==> src/rtl/wb_imem_loader_pkg.sv <==
// rtl/wb_imem_loader_pkg.sv - shared types and constants for the instruction-SRAM loader
package wb_imem_loader_pkg;

  typedef enum logic [2:0] {
    ST_IDLE,
    ST_WR,
    ST_RD,
    ST_RDW,
    ST_ACK
  } state_t;

  // Register offsets relative to the CTRL_OFFSET parameter of the top.
  localparam logic [11:0] REG_CTRL   = 12'h000;
  localparam logic [11:0] REG_STATUS = 12'h004;
  localparam logic [11:0] REG_CSUM   = 12'h008;

  localparam int STATUS_ERR_BIT = 16;
  localparam int STATUS_RUN_BIT = 17;
  localparam int WCNT_W         = 16;

endpackage

==> src/rtl/wb_imem_loader_if.sv <==
// rtl/wb_imem_loader_if.sv - Wishbone slave bus bundle for the instruction-SRAM loader
interface wb_imem_loader_if;
  logic        wbs_cyc_i;
  logic        wbs_stb_i;
  logic        wbs_we_i;
  logic [3:0]  wbs_sel_i;
  logic [31:0] wbs_adr_i;
  logic [31:0] wbs_dat_i;
  logic        wbs_ack_o;
  logic [31:0] wbs_dat_o;

  modport slave (
    input  wbs_cyc_i, wbs_stb_i, wbs_we_i, wbs_sel_i, wbs_adr_i, wbs_dat_i,
    output wbs_ack_o, wbs_dat_o
  );

  modport master (
    output wbs_cyc_i, wbs_stb_i, wbs_we_i, wbs_sel_i, wbs_adr_i, wbs_dat_i,
    input  wbs_ack_o, wbs_dat_o
  );
endinterface

==> src/rtl/wb_imem_loader_regs.sv <==
// rtl/wb_imem_loader_regs.sv - CTRL/STATUS/CSUM storage and read mux
// CSUM accumulator exists only when WB_IMEM_LOADER_CSUM_EN is defined.
module wb_imem_loader_regs
  import wb_imem_loader_pkg::*;
(
  input  logic        clk,
  input  logic        rst,
  input  logic        reg_we,
  input  logic        hit_ctrl,
  input  logic        hit_status,
  input  logic        hit_csum,
  input  logic [31:0] wdata,
  input  logic [3:0]  sel,
  input  logic        err_set,
  input  logic        wr_done,
  input  logic [31:0] wr_data,
  output logic        run,
  output logic [31:0] rdata
);

  logic [WCNT_W-1:0] wcnt;
  logic              err;
  logic [31:0]       csum_rd;

  always_ff @(posedge clk or posedge rst) begin
    if (rst) begin
      run  <= 1'b0;
      err  <= 1'b0;
      wcnt <= '0;
    end else begin
      if (reg_we && hit_ctrl && sel[0])
        run <= wdata[0];
      if (err_set)
        err <= 1'b1;
      else if (reg_we && hit_status && sel[2] && wdata[STATUS_ERR_BIT])
        err <= 1'b0;
      if (wr_done && (wcnt != '1))
        wcnt <= wcnt + 1'b1;
    end
  end

`ifdef WB_IMEM_LOADER_CSUM_EN
  logic [31:0] csum;

  always_ff @(posedge clk or posedge rst) begin
    if (rst)
      csum <= '0;
    else if (reg_we && hit_csum)
      csum <= '0;
    else if (wr_done)
      csum <= csum + wr_data;
  end

  assign csum_rd = csum;
`else
  logic unused_csum;
  assign unused_csum = &{1'b0, wr_data};
  assign csum_rd = '0;
`endif

  logic unused_bits;
  assign unused_bits = &{1'b0, wdata[31:17], wdata[15:1], sel[3], sel[1]};

  always_comb begin
    rdata = '0;
    if (hit_ctrl) begin
      rdata[0] = run;
    end else if (hit_status) begin
      rdata[WCNT_W-1:0]     = wcnt;
      rdata[STATUS_ERR_BIT] = err;
      rdata[STATUS_RUN_BIT] = run;
    end else if (hit_csum) begin
      rdata = csum_rd;
    end
  end

endmodule

==> src/rtl/wb_imem_loader.sv <==
// rtl/wb_imem_loader.sv - Wishbone loader owning SRAM port 0 while the core is held in reset
// Optional checksum register enabled by WB_IMEM_LOADER_CSUM_EN.
module wb_imem_loader
  import wb_imem_loader_pkg::*;
#(
  parameter logic [31:0] BASE_ADDRESS = 32'h3000_0000,
  parameter int          DEPTH        = 256,
  parameter logic [11:0] CTRL_OFFSET  = 12'h800
) (
  input  logic                wb_clk_i,
  input  logic                wb_rst_i,
  wb_imem_loader_if.slave     wbs,
  output logic                mem_csb,
  output logic                mem_web,
  output logic [3:0]          mem_wmask,
  output logic [7:0]          mem_addr,
  output logic [31:0]         mem_din,
  input  logic [31:0]         mem_dout,
  output logic                core_rst,
  output logic                mem_own
);

  localparam logic [10:0] DEPTH_LIM  = 11'(DEPTH);
  localparam logic [11:0] OFF_CTRL   = CTRL_OFFSET + REG_CTRL;
  localparam logic [11:0] OFF_STATUS = CTRL_OFFSET + REG_STATUS;
  localparam logic [11:0] OFF_CSUM   = CTRL_OFFSET + REG_CSUM;

  state_t      state, state_nxt;
  logic        hit, is_mem, hit_ctrl, hit_status, hit_csum;
  logic        ld_wr, ld_rd, mem_stop, rd_cap, go_ack;
  logic        reg_we, reg_rd, err_set, wr_done;
  logic        run;
  logic [31:0] reg_rdata, wr_masked;

  assign hit        = (wbs.wbs_adr_i[31:12] == BASE_ADDRESS[31:12]);
  assign is_mem     = hit && ({1'b0, wbs.wbs_adr_i[11:2]} < DEPTH_LIM);
  assign hit_ctrl   = hit && (wbs.wbs_adr_i[11:0] == OFF_CTRL);
  assign hit_status = hit && (wbs.wbs_adr_i[11:0] == OFF_STATUS);
  assign hit_csum   = hit && (wbs.wbs_adr_i[11:0] == OFF_CSUM);

  logic unused_adr;
  assign unused_adr = &{1'b0, wbs.wbs_adr_i[1:0]};

  always_ff @(posedge wb_clk_i or posedge wb_rst_i) begin
    if (wb_rst_i)
      state <= ST_IDLE;
    else
      state <= state_nxt;
  end

  always_comb begin
    state_nxt = state;
    ld_wr     = 1'b0;
    ld_rd     = 1'b0;
    mem_stop  = 1'b0;
    rd_cap    = 1'b0;
    go_ack    = 1'b0;
    reg_we    = 1'b0;
    reg_rd    = 1'b0;
    err_set   = 1'b0;
    wr_done   = 1'b0;
    case (state)
      ST_IDLE: begin
        if (wbs.wbs_cyc_i && wbs.wbs_stb_i && !wbs.wbs_ack_o) begin
          if (is_mem && !run) begin
            ld_wr     = wbs.wbs_we_i;
            ld_rd     = !wbs.wbs_we_i;
            state_nxt = wbs.wbs_we_i ? ST_WR : ST_RD;
          end else begin
            // SRAM access while the core runs is refused but still acked.
            err_set   = is_mem;
            reg_we    = !is_mem && wbs.wbs_we_i;
            reg_rd    = !is_mem && !wbs.wbs_we_i;
            go_ack    = 1'b1;
            state_nxt = ST_ACK;
          end
        end
      end
      ST_WR: begin
        mem_stop  = 1'b1;
        wr_done   = 1'b1;
        go_ack    = 1'b1;
        state_nxt = ST_ACK;
      end
      ST_RD: begin
        mem_stop  = 1'b1;
        state_nxt = ST_RDW;
      end
      ST_RDW: begin
        rd_cap    = 1'b1;
        go_ack    = 1'b1;
        state_nxt = ST_ACK;
      end
      ST_ACK:  state_nxt = ST_IDLE;
      default: state_nxt = ST_IDLE;
    endcase
  end

  always_ff @(posedge wb_clk_i or posedge wb_rst_i) begin
    if (wb_rst_i) begin
      wbs.wbs_ack_o <= 1'b0;
      wbs.wbs_dat_o <= '0;
      mem_csb       <= 1'b1;
      mem_web       <= 1'b1;
      mem_wmask     <= '0;
      mem_addr      <= '0;
      mem_din       <= '0;
    end else begin
      wbs.wbs_ack_o <= go_ack;
      wbs.wbs_dat_o <= rd_cap ? mem_dout : (reg_rd ? reg_rdata : '0);
      if (ld_wr) begin
        mem_csb   <= 1'b0;
        mem_web   <= 1'b0;
        mem_wmask <= wbs.wbs_sel_i;
        mem_addr  <= wbs.wbs_adr_i[9:2];
        mem_din   <= wbs.wbs_dat_i;
      end else if (ld_rd) begin
        mem_csb   <= 1'b0;
        mem_web   <= 1'b1;
        mem_wmask <= '0;
        mem_addr  <= wbs.wbs_adr_i[9:2];
      end else if (mem_stop) begin
        mem_csb <= 1'b1;
        mem_web <= 1'b1;
      end
    end
  end

  // Checksum sees only the byte lanes actually written.
  assign wr_masked = mem_din & {{8{mem_wmask[3]}}, {8{mem_wmask[2]}},
                                {8{mem_wmask[1]}}, {8{mem_wmask[0]}}};

  wb_imem_loader_regs u_regs (
    .clk        (wb_clk_i),
    .rst        (wb_rst_i),
    .reg_we     (reg_we),
    .hit_ctrl   (hit_ctrl),
    .hit_status (hit_status),
    .hit_csum   (hit_csum),
    .wdata      (wbs.wbs_dat_i),
    .sel        (wbs.wbs_sel_i),
    .err_set    (err_set),
    .wr_done    (wr_done),
    .wr_data    (wr_masked),
    .run        (run),
    .rdata      (reg_rdata)
  );

  assign core_rst = !run;
  assign mem_own  = !run;

endmodule

==> src/flat_wrapper.sv <==
// flat-port wrapper written by rule: the top's interface ports become plain ports
module wb_imem_loader_flat import wb_imem_loader_pkg::*;
#(
  parameter logic [31:0] BASE_ADDRESS = 32'h3000_0000,
  parameter int          DEPTH        = 256,
  parameter logic [11:0] CTRL_OFFSET  = 12'h800
)
  (wb_clk_i, wb_rst_i, mem_csb, mem_web, mem_wmask, mem_addr, mem_din, mem_dout, core_rst, mem_own, wbs_wbs_cyc_i, wbs_wbs_stb_i, wbs_wbs_we_i, wbs_wbs_sel_i, wbs_wbs_adr_i, wbs_wbs_dat_i, wbs_wbs_ack_o, wbs_wbs_dat_o);
  wb_imem_loader_if wbs_i ();
  input  logic wb_clk_i;
  input  logic wb_rst_i;
  output logic mem_csb;
  output logic mem_web;
  output logic [3:0] mem_wmask;
  output logic [7:0] mem_addr;
  output logic [31:0] mem_din;
  input  logic [31:0] mem_dout;
  output logic core_rst;
  output logic mem_own;
  input wire logic [$bits(wbs_i.wbs_cyc_i)-1:0] wbs_wbs_cyc_i;
  input wire logic [$bits(wbs_i.wbs_stb_i)-1:0] wbs_wbs_stb_i;
  input wire logic [$bits(wbs_i.wbs_we_i)-1:0] wbs_wbs_we_i;
  input wire logic [$bits(wbs_i.wbs_sel_i)-1:0] wbs_wbs_sel_i;
  input wire logic [$bits(wbs_i.wbs_adr_i)-1:0] wbs_wbs_adr_i;
  input wire logic [$bits(wbs_i.wbs_dat_i)-1:0] wbs_wbs_dat_i;
  output wire logic [$bits(wbs_i.wbs_ack_o)-1:0] wbs_wbs_ack_o;
  output wire logic [$bits(wbs_i.wbs_dat_o)-1:0] wbs_wbs_dat_o;
  assign wbs_i.wbs_cyc_i = wbs_wbs_cyc_i;
  assign wbs_i.wbs_stb_i = wbs_wbs_stb_i;
  assign wbs_i.wbs_we_i = wbs_wbs_we_i;
  assign wbs_i.wbs_sel_i = wbs_wbs_sel_i;
  assign wbs_i.wbs_adr_i = wbs_wbs_adr_i;
  assign wbs_i.wbs_dat_i = wbs_wbs_dat_i;
  assign wbs_wbs_ack_o = wbs_i.wbs_ack_o;
  assign wbs_wbs_dat_o = wbs_i.wbs_dat_o;
  wb_imem_loader #(.BASE_ADDRESS(BASE_ADDRESS), .DEPTH(DEPTH), .CTRL_OFFSET(CTRL_OFFSET)) u_core (.wb_clk_i(wb_clk_i), .wb_rst_i(wb_rst_i), .wbs(wbs_i), .mem_csb(mem_csb), .mem_web(mem_web), .mem_wmask(mem_wmask), .mem_addr(mem_addr), .mem_din(mem_din), .mem_dout(mem_dout), .core_rst(core_rst), .mem_own(mem_own));
endmodule
==> config.mk <==
export PLATFORM = sky130hd
export DESIGN_NAME = wb_imem_loader_flat
export DESIGN_NICKNAME = d
export VERILOG_FILES = /design/src/rtl/wb_imem_loader_pkg.sv /design/src/rtl/wb_imem_loader_if.sv /design/src/rtl/wb_imem_loader_regs.sv /design/src/rtl/wb_imem_loader.sv /design/src/flat_wrapper.sv
export SDC_FILE = /design/constraint.sdc
export NUM_CORES = 1
export LEC_CHECK = 0
export ABC_AREA = 1
export CAP_MARGIN = 25
export CORE_MARGIN = 3
export CORE_UTILIZATION = 45
export CTS_CLUSTER_DIAMETER = 60
export CTS_CLUSTER_SIZE = 28
export DETAILED_ROUTE_END_ITERATION = 16
export GPL_TIMING_DRIVEN = 0
export PLACE_DENSITY_LB_ADDON = 0.05
export SYNTH_ARGS = -nofsm -noshare
export SYNTH_HDL_FRONTEND = slang
export SYNTH_SLANG_ARGS = --single-unit
==> constraint.sdc <==
create_clock -name wb_clk_i -period 10.15 [get_ports wb_clk_i]
set_input_delay 2.03 -clock wb_clk_i [delete_from_list [all_inputs] [get_ports wb_clk_i]]
set_output_delay 2.03 -clock wb_clk_i [all_outputs]
set_load 0.005 [all_outputs]
==> impl_metrics.tcl, run 1 <==
set metrics [dict create \
    status "finished, final reports clean" \
    p_int_uw 585 \
    finalCritPeriodShare 0.416 \
    p_switching_uw 162 \
    synthFlopType "dfrtp_1" \
    slew_violations 0 \
    clockRootBuffer "clkbuf_8" \
    routed_wl_um 13200 \
    antennaDiodeCount 0 \
    initial_core_util 0.470 \
    crit-reg2reg-launch "u_core.u_regs.wcnt[0]" \
    dp_hpwl_um 10400 \
    seq_power_share 0.534 \
    post-synth-top-count-cell "nand2_1" \
    die_area_um2 12300 \
    clk_latency_ps 360 \
    ys_ff_latch 100 \
    setup_tns_ps 0 \
    area_delta_synth_final_pct 46.0 \
    max_slew_margin 0.643 \
    cts.sink_count 100 \
    yosys.area.top_type "dfrtp_1" \
    drt_pass1_iterations 6 \
    min_path_type "flip-flop to flip-flop" \
    avgSynthCellArea_um2 7.86 \
    htree_levels 3 \
    ys_seq_area_frac 0.507 \
    ir_drop_uv 92.4 \
    cts_made_buffers 9 \
    fin_crit_ps 4220 \
    synth-edff-count 0 \
    cp.arrival_ps 2190 \
    grt.overflow.total 0 \
    grt_max_degree 62 \
    syn_nets 734 \
    cp_cell_sequence "clkinv_1, clkbuf_1, buf_4, clkdlybuf4s50_1" \
    crit_type "flip-flop to output port" \
    synth_cell_type_count 30 \
    boundaryPins 186 \
    drc 0 \
    power_leakage_uw 0.00377 \
    setup_viol 0 \
    ant_nets 0 \
    rsz0062_at_grt "false" \
    hold_viol 0 \
    post_cts_buffers 0 \
    start_kind "flip-flop" \
    crit_path_end_kind "output port" \
    async_flop_share 1.00 \
    worstPathMaxFanout 11 \
    drtIter0Drc 319 \
    fmaxAchievable_mhz 237 \
    final.fill_count 927 \
    ctsResizeCount 0 \
    synthTopCellsByCount "nand2_1, inv_1, dfrtp_1" \
    grt_use_total 0.221 \
    pwr-share-clk 0.376 \
    coreArea_um2 10500 \
    crit_end "mem_own" \
    hold_buffers 0 \
    syn_inst 628 \
    p_sw_frac 0.217 \
    routabilityCongestion 0.841 \
    cap_violations 0 \
    path_clk_slew_ps 100 \
    r2r_end "u_core.u_regs.wcnt[9]" \
    r2r_setup_slack_ps 8330 \
    slowest_stage "dfrtp_1" \
    synth_area_leaders "dfrtp_1, nand2_1, inv_1, nor2_1, nand4_1" \
    finalClockSkew_ps 9.26 \
    vias_per_cell 4.73 \
    netlist_area_um2 4940 \
    detail_route.wl_per_cell_um 13.6 \
    worst_hold_slack_ps 480 \
    dr_total_vias 4571 \
    io_buffers 185 \
    antenna_found_initial 0 \
    ys_warn_count 0 \
    r2r_cells 8 \
    die_x_um 111 \
    fin_nets 931 \
    grt_pass1_wl_um 22200 \
    die_height_um 111 \
    p_comb_frac 0.090 \
    rows 37 \
    cp_slowest_stage_delay_ps 500 \
    cts_tree "yes" \
    clockBufferDepth 2 \
    final_util 0.686 \
    synth_top_cell_area_share 0.497 \
    cp-startpoint "u_core.u_regs.run" \
    grt_pass1_vias 4617 \
    crit_required_ps 8120 \
    power_density_nw_per_um2 104 \
    tightest_slew_ps 535 \
    drive_gt1_frac 0.0639 \
]
## final cells by class
class / instances / area, um^2 / share of cell area
Buffer: 18 / 120 / 0.0167
Clock buffer: 12 / 145 / 0.0201
Clock inverter: 4 / 72.6 / 0.0101
Inverter: 150 / 566 / 0.0785
Multi-Input combinational cell: 360 / 1750 / 0.243
Sequential cell: 100 / 2500 / 0.348
Tap cell: 136 / 170 / 0.0236
Timing Repair Buffer: 186 / 1880 / 0.261
## power by group through the flow
stage	logic, uW	clock network, uW	registers, uW
after global routing	74.5	304	399
after detailed placement	67.9	0	407
after floorplan	19.0	0	407
after CTS	68.4	289	399
final	67.3	281	399
after global placement	65.7	0	407
## critical path, delay by kind of cell, from the launching register on
family / cells / cell delay, ps
buffers and inverters: 4 / 1320
flip-flops: 1 / 500
## per-layer routing
layer  GRT usage  part of all wire
met5           0                 0
met3      0.0491             0.071
met4      0.0887             0.024
met1       0.286              0.43
met2       0.362              0.48
## cell usage in the layout, fill, tap and decap left out, drive strengths merged
master         count
o21ai             16
xor2              11
nor3               5
clkinvlp           1
nor2              72
nand3             39
nand2            173
ha                 1
clkinv             2
nand4             37
a21oi              2
buf               14
dfstp              2
bufinv             2
inv              149
xnor2              2
dfrtp             98
clkbuf            17
nand3b             2
clkdlybuf4s50    185
## stage by stage
| stage | power (uW) | setup WS, ps | cell area [um^2] | std cells |
|---|---|---|---|---|
| 6_report | 747 | 5930 | 7210 | 966 |
| 5_1_grt | 777 | 5780 | 7210 | 966 |
| 4_1_cts | 756 | 5900 | 7210 | 966 |
| 3_5_place_dp | 475 | 6250 | 6990 | 950 |
| 3_3_place_gp | 473 | 3970 | 6960 | 949 |
| 2_1_floorplan | 426 | 5500 | 4940 | 628 |
## sequential cells by signal, summed over array words and instances, names as in the netlist, 3 cells and up
signal / count
u_core.mem_addr: 8
u_core.state: 3
u_core.u_regs.wcnt: 16
u_core.mem_din: 32
u_core.wbs.wbs_dat_o: 32
u_core.mem_wmask: 4
## kinds of logic after synthesis
logic type,synth area share
DFF,0.507
adders and majority gates,0.00253
buffers and inverters,0.138
xor gates and xnor gates,0.0231
and+or+nand+nor,0.303
AOI/OAI and AO/OA,0.0251
## worst min-delay path by stage
stage | cells past startpoint | endpoint | slack (ps) | startpoint
after CTS | 2 | u_core.mem_addr[4] | 480 | u_core.mem_addr[4]
after detailed placement | 2 | u_core.mem_addr[4] | 460 | u_core.mem_addr[4]
final | 2 | u_core.mem_addr[4] | 480 | u_core.mem_addr[4]
after floorplan | 2 | u_core.wbs.wbs_dat_o[16] | 460 | u_core.u_regs.err
after global placement | 2 | u_core.mem_addr[4] | 460 | u_core.mem_addr[4]
after global routing | 2 | u_core.mem_addr[4] | 510 | u_core.mem_addr[4]
No activity file was read; power rests on OpenSTA's default activity.
==> run 2, diff against run 1 <==
--- a/config.mk
+++ b/config.mk
@@ -8,7 +8,7 @@
 export ABC_AREA = 1
 export CAP_MARGIN = 25
 export CORE_MARGIN = 3
-export CORE_UTILIZATION = 45
+export CORE_UTILIZATION = 40
 export CTS_CLUSTER_DIAMETER = 60
 export CTS_CLUSTER_SIZE = 28
 export DETAILED_ROUTE_END_ITERATION = 16
==> constraint.sdc (replaced) <==
create_clock -name wb_clk_i -period 3.87 [get_ports wb_clk_i]
set_input_delay 0.774 -clock wb_clk_i [delete_from_list [all_inputs] [get_ports wb_clk_i]]
set_output_delay 0.774 -clock wb_clk_i [all_outputs]
set_load 0.005 [all_outputs]
==> run 2 against run 1 <==
- final cell count grew 2.9%
- die area increased by 12%
- routed wire length down 0.11%
- non-clock buffer count unchanged
- sequential power rose to 2.6 times the previous value
- total power rose to 2.8 times the previous value
- via count decreased by 0.59%
- global-route usage is 2.5 points lower
- first-iteration DRC count decreased by 14%
- count of clock-buffer cells in the layout did not move
==> impl_metrics.tcl, run 2 (synthesis results as in run 1) <==
set metrics [dict create \
    htree_levels 3 \
    power_density_nw_per_um2 286 \
    vias_per_cell 4.57 \
    slew_violations 0 \
    routed_wl_um 13200 \
    ctsResizeCount 0 \
    antennaDiodeCount 0 \
    coreArea_um2 11800 \
    fin_nets 931 \
    min_path_type "flip-flop to flip-flop" \
    clockRootBuffer "clkbuf_16" \
    fin_crit_ps 2930 \
    post_cts_buffers 0 \
    rows 39 \
    max_slew_margin 0.575 \
    power_uw 2090 \
    initial_core_util 0.420 \
    tightest_slew_ps 638 \
    cap_violations 0 \
    drtIter0Drc 274 \
    crit_required_ps 3100 \
    grt_max_degree 55 \
    detail_route.wl_per_cell_um 13.3 \
    cts_tree "yes" \
    dp_hpwl_um 10000 \
    hold_viol 0 \
    die_x_um 117 \
    final_common_cell "clkdlybuf4s50_1" \
    die_height_um 117 \
    grt_pass1_vias 4438 \
    status "finished, final reports clean" \
    hold_buffers 0 \
    clk_latency_ps 350 \
    dr_total_vias 4544 \
    power_leakage_uw 0.00381 \
    ir_drop_uv 225 \
    grt_pass1_wl_um 21100 \
    fmaxAchievable_mhz 341 \
    finalCritPeriodShare 0.758 \
    grt_use_total 0.196 \
    grt.overflow.total 0 \
    drc 0 \
    busiest_layer "met2" \
    grt_use_met1 0.253 \
    grt_use_met2 0.310 \
    worst_hold_slack_ps 473 \
    reg_top3 "u_core.mem_din: 32 flops, u_core.wbs.wbs_dat_o: 32 flops, u_core.u_regs.wcnt: 16 flops" \
    setup_viol 0 \
    boundaryPins 186 \
    die_area_um2 13700 \
    clockBufferDepth 2 \
    crit_type "flip-flop to output port" \
    crit_path_end_kind "output port" \
    drt_pass1_iterations 4 \
    worstPathMaxFanout 11 \
    cp.arrival_ps 2160 \
    io_buffers 185 \
    path_clk_slew_ps 70 \
    ant_nets 0 \
    antenna_found_initial 0 \
    cts_made_buffers 9 \
    cts.sink_count 100 \
    drive_gt1_frac 0.0651 \
    finalClockSkew_ps 8.02 \
    area_delta_synth_final_pct 48.0 \
    start_kind "flip-flop" \
    use_met3 0.0499 \
    final_cell_mix "clkdlybuf4s50_1, nand2_1, inv_1, dfrtp_1, nor2_1" \
    rsz0062_at_grt "false" \
    routabilityCongestion 0.861 \
]
==> run 2: worst max-delay path, cell delays in order (launching register included) <==
cell and delay, ps:
dfrtp_1 480, clkinv_1 350, clkbuf_1 340, buf_4 210
clkdlybuf4s50_1 430
==> run 2: layout make-up <==
cell class / count / area [um^2]
Buffer: 18 / 120
Clock buffer: 12 / 256
Clock inverter: 4 / 23.8
Fill cell: 1055 / 4460
Inverter: 150 / 566
Multi-Input combinational cell: 360 / 1750
Sequential cell: 100 / 2500
Tap cell: 164 / 205
Timing Repair Buffer: 186 / 1880
==> run 2: power by group <==
part	switching, uW	leakage, uW	total (uW)	internal (uW)
Combinational	70.7	0.00245	178	107
Clock	396	0.000142	865	470
Sequential	0.803	0.00122	1050	1050
Total	467	0.00381	2090	1620
==> run 2: final timing paths <==
kind                                             from               endpoint  slack, ps  depth (start not counted)
worst max-delay path                u_core.u_regs.run                mem_own        940                          4
worst min-delay path               u_core.mem_addr[7]     u_core.mem_addr[7]        470                          2
worst max register to register  u_core.u_regs.wcnt[0]  u_core.u_regs.wcnt[4]       2060                          7
worst min register to register     u_core.mem_addr[7]     u_core.mem_addr[7]        470                          2
max in group asynchronous                    wb_rst_i   u_core.wbs.wbs_ack_o       2330                          3
min in group asynchronous                    wb_rst_i     u_core.mem_din[21]        860                          2
==> run 2: stage by stage <==
stage | area (um^2) | setup slack, ps | setup TNS (ps) | utilization | std cells
2_1_floorplan | 4940 | 481 | 0 | - | 628
3_3_place_gp | 6990 | -1130 | -110430 | 0.595 | 977
3_5_place_dp | 7020 | 1230 | 0 | 0.597 | 978
4_1_cts | 7300 | 895 | 0 | 0.621 | 994
5_1_grt | 7300 | 824 | 0 | 0.621 | 994
6_report | 7300 | 937 | 0 | 0.621 | 994
==> run 2: per-layer routing <==
layer,vias to the layer above,wire length [um]
met2,154,6060
met3,30,1010
met5,-,0
met4,0,422
li1,2270,-
met1,2090,5680
==> run 3, diff against run 2 <==
==> constraint.sdc (replaced) <==
create_clock -name wb_clk_i -period 2.6 [get_ports wb_clk_i]
set_input_delay 0.52 -clock wb_clk_i [delete_from_list [all_inputs] [get_ports wb_clk_i]]
set_output_delay 0.52 -clock wb_clk_i [all_outputs]
set_load 0.005 [all_outputs]
==> run 3 against run 2 <==
- sequential cell count did not move
- total power rose by 67%
- count of clock-buffer cells in the layout fell by 1
- non-clock buffer count did not move
- first-iteration DRC count fell by 22%
- setup slack got worse by 730 ps
- register-to-register slack got worse by 1300 ps
- sequential share of layout area fell by 0.48 points
- via count fell by 0.92%
- global-route usage rose by 0.15 points
- critical path type unchanged
- largest power group is now clock
- highest routed layer unchanged
==> impl_metrics.tcl, run 3 (synthesis results as in run 1) <==
set metrics [dict create \
    htree_levels 3 \
    hold_depth 2 \
    max_slew_margin 0.538 \
    placed_cells_incl_taps 979 \
    stdcell_count 993 \
    worstHoldEndpoint "u_core.mem_addr[4]" \
    fmaxAchievable_mhz 419 \
    die_area_um2 13700 \
    tightest_slew_ps 692 \
    cts.sink_count 100 \
    cp.depth 3 \
    clockBufferDepth 2 \
    final_cell_mix "clkdlybuf4s50_1, nand2_1, inv_1, dfrtp_1, nor2_1" \
    initial_core_util 0.420 \
    crit_family "buffers and inverters" \
    die_height_um 117 \
    detail_route.wl_per_cell_um 13.5 \
    cp_cell_sequence "clkinv_2, buf_4, clkdlybuf4s50_1" \
    drive_gt1_frac 0.0676 \
    r2r_cells 7 \
    slowest_stage "dfrtp_1" \
    dp_hpwl_um 10200 \
    fin_crit_ps 2390 \
    finalCritPeriodShare 0.919 \
    setup_viol 0 \
    routabilityCongestion 0.858 \
    worst_hold_slack_ps 476 \
    min_path_type "flip-flop to flip-flop" \
    worstHoldStart "u_core.mem_addr[4]" \
    area_delta_synth_final_pct 50.1 \
    status "finished, final reports clean" \
    use_met3 0.0468 \
    boundaryPins 186 \
    ir_drop_uv 327 \
    dr_total_vias 4502 \
    hold_viol 0 \
    antenna_found_initial 0 \
    grt_max_degree 40 \
    crit_type "flip-flop to output port" \
    fin_nets 931 \
    cp.arrival_ps 1870 \
    path_clk_slew_ps 70 \
    clk_latency_ps 350 \
    grt_use_total 0.198 \
    die_x_um 117 \
    r2r_end "u_core.u_regs.wcnt[11]" \
    grt.overflow.total 0 \
    drt_pass1_iterations 4 \
    worstPathMaxFanout 18 \
    grt_pass1_wl_um 21000 \
    r2r_setup_slack_ps 790 \
    coreArea_um2 11800 \
    rows 39 \
    drc 0 \
    path_buf_inv 3 \
    crit-reg2reg-launch "u_core.u_regs.wcnt[0]" \
    slew_violations 0 \
    clockRootBuffer "clkbuf_16" \
    vias_per_cell 4.53 \
    post_cts_buffers 0 \
    final.fill_count 1041 \
    cp_slowest_stage_delay_ps 510 \
    finalClockSkew_ps 5.98 \
    crit_path_end_kind "output port" \
    hold_buffers 0 \
    grt_use_met1 0.247 \
    drtIter0Drc 215 \
    grt_use_met2 0.330 \
    cts_made_buffers 9 \
    power_density_nw_per_um2 471 \
    grt_pass1_vias 4355 \
    final_common_cell "clkdlybuf4s50_1" \
    antennaDiodeCount 0 \
    ant_nets 0 \
    routed_wl_um 13400 \
    cap_violations 0 \
    start_kind "flip-flop" \
    power_leakage_uw 0.00385 \
    crit_required_ps 2080 \
    rsz0062_at_grt "false" \
    reg_top3 "u_core.mem_din: 32 flops, u_core.wbs.wbs_dat_o: 32 flops, u_core.u_regs.wcnt: 16 flops" \
    busiest_layer "met2" \
    cts_tree "yes" \
    io_buffers 185 \
]
## run 3: cell types whose count changed in the layout (fill, tap and decap cells not counted), sizes merged
cell / before / now
clkbuf: 17 / 15
clkinv: 5 / 1
bufinv: 0 / 4
inv: 149 / 148
clkinvlp: 0 / 1
buf: 14 / 15
## run 3: metal layers
| metal | up-vias | wire length, um |
|---|---|---|
| met2 | 137 | 6560 |
| met5 | - | 0 |
| met4 | 0 | 223 |
| li1 | 2264 | - |
| met3 | 15 | 977 |
| met1 | 2086 | 5630 |
## run 3: final cells by class
cell class / count / area [um^2] / area share
Buffer: 17 / 116 / 0.0157
Clock buffer: 11 / 253 / 0.0341
Clock inverter: 4 / 120 / 0.0162
Inverter: 150 / 568 / 0.0767
Multi-Input combinational cell: 360 / 1750 / 0.236
Sequential cell: 100 / 2500 / 0.338
Tap cell: 164 / 205 / 0.0277
Timing Repair Buffer: 187 / 1890 / 0.255
## run 3: what timing repair did
item,4_1_cts,5_1_grt
gates resized for setup,1,0
endpoints found under the setup margin,2,0
endpoints found under the hold margin,0,0
## run 3: worst max path at each step
| stage | to | slack, ps | start |
|---|---|---|---|
| 2_1_floorplan | u_core.mem_addr[0] | 890 | wb_rst_i |
| 3_3_place_gp | u_core.mem_addr[2] | -210 | wb_rst_i |
| 3_5_place_dp | u_core.mem_din[6] | 180 | wbs_wbs_stb_i |
| 4_1_cts | mem_own | 200 | u_core.u_regs.run |
| 5_1_grt | mem_own | 80 | u_core.u_regs.run |
| 6_report | mem_own | 210 | u_core.u_regs.run |
## run 3: power breakdown
part / total, uW / switching [uW] / internal [uW]
clock: 1670 / 582 / 1090
sequential: 1560 / 1.22 / 1560
combinational: 267 / 106 / 161
## run 3: through the flow
stage                     utilization  setup TNS, ps  area (um^2)  total power (uW)  setup WS, ps
after floorplan                     -              0         4940              1660           892
after global placement          0.595         -19570         7000              1850          -206
after detailed placement        0.598              0         7040              1860           183
after CTS                       0.630              0         7410              3530           204
after global routing            0.630              0         7410              3620          83.7
final                           0.630              0         7410              3490           211
## run 3: worst register-to-register path, cell delays in order, from the launching register on
cell	delay, ps
dfrtp_1	440
ha_1	230
nand3_1	130
inv_1	140
nand2_1	130
o21ai_4	310
nor2_1	140
xor2_1	160
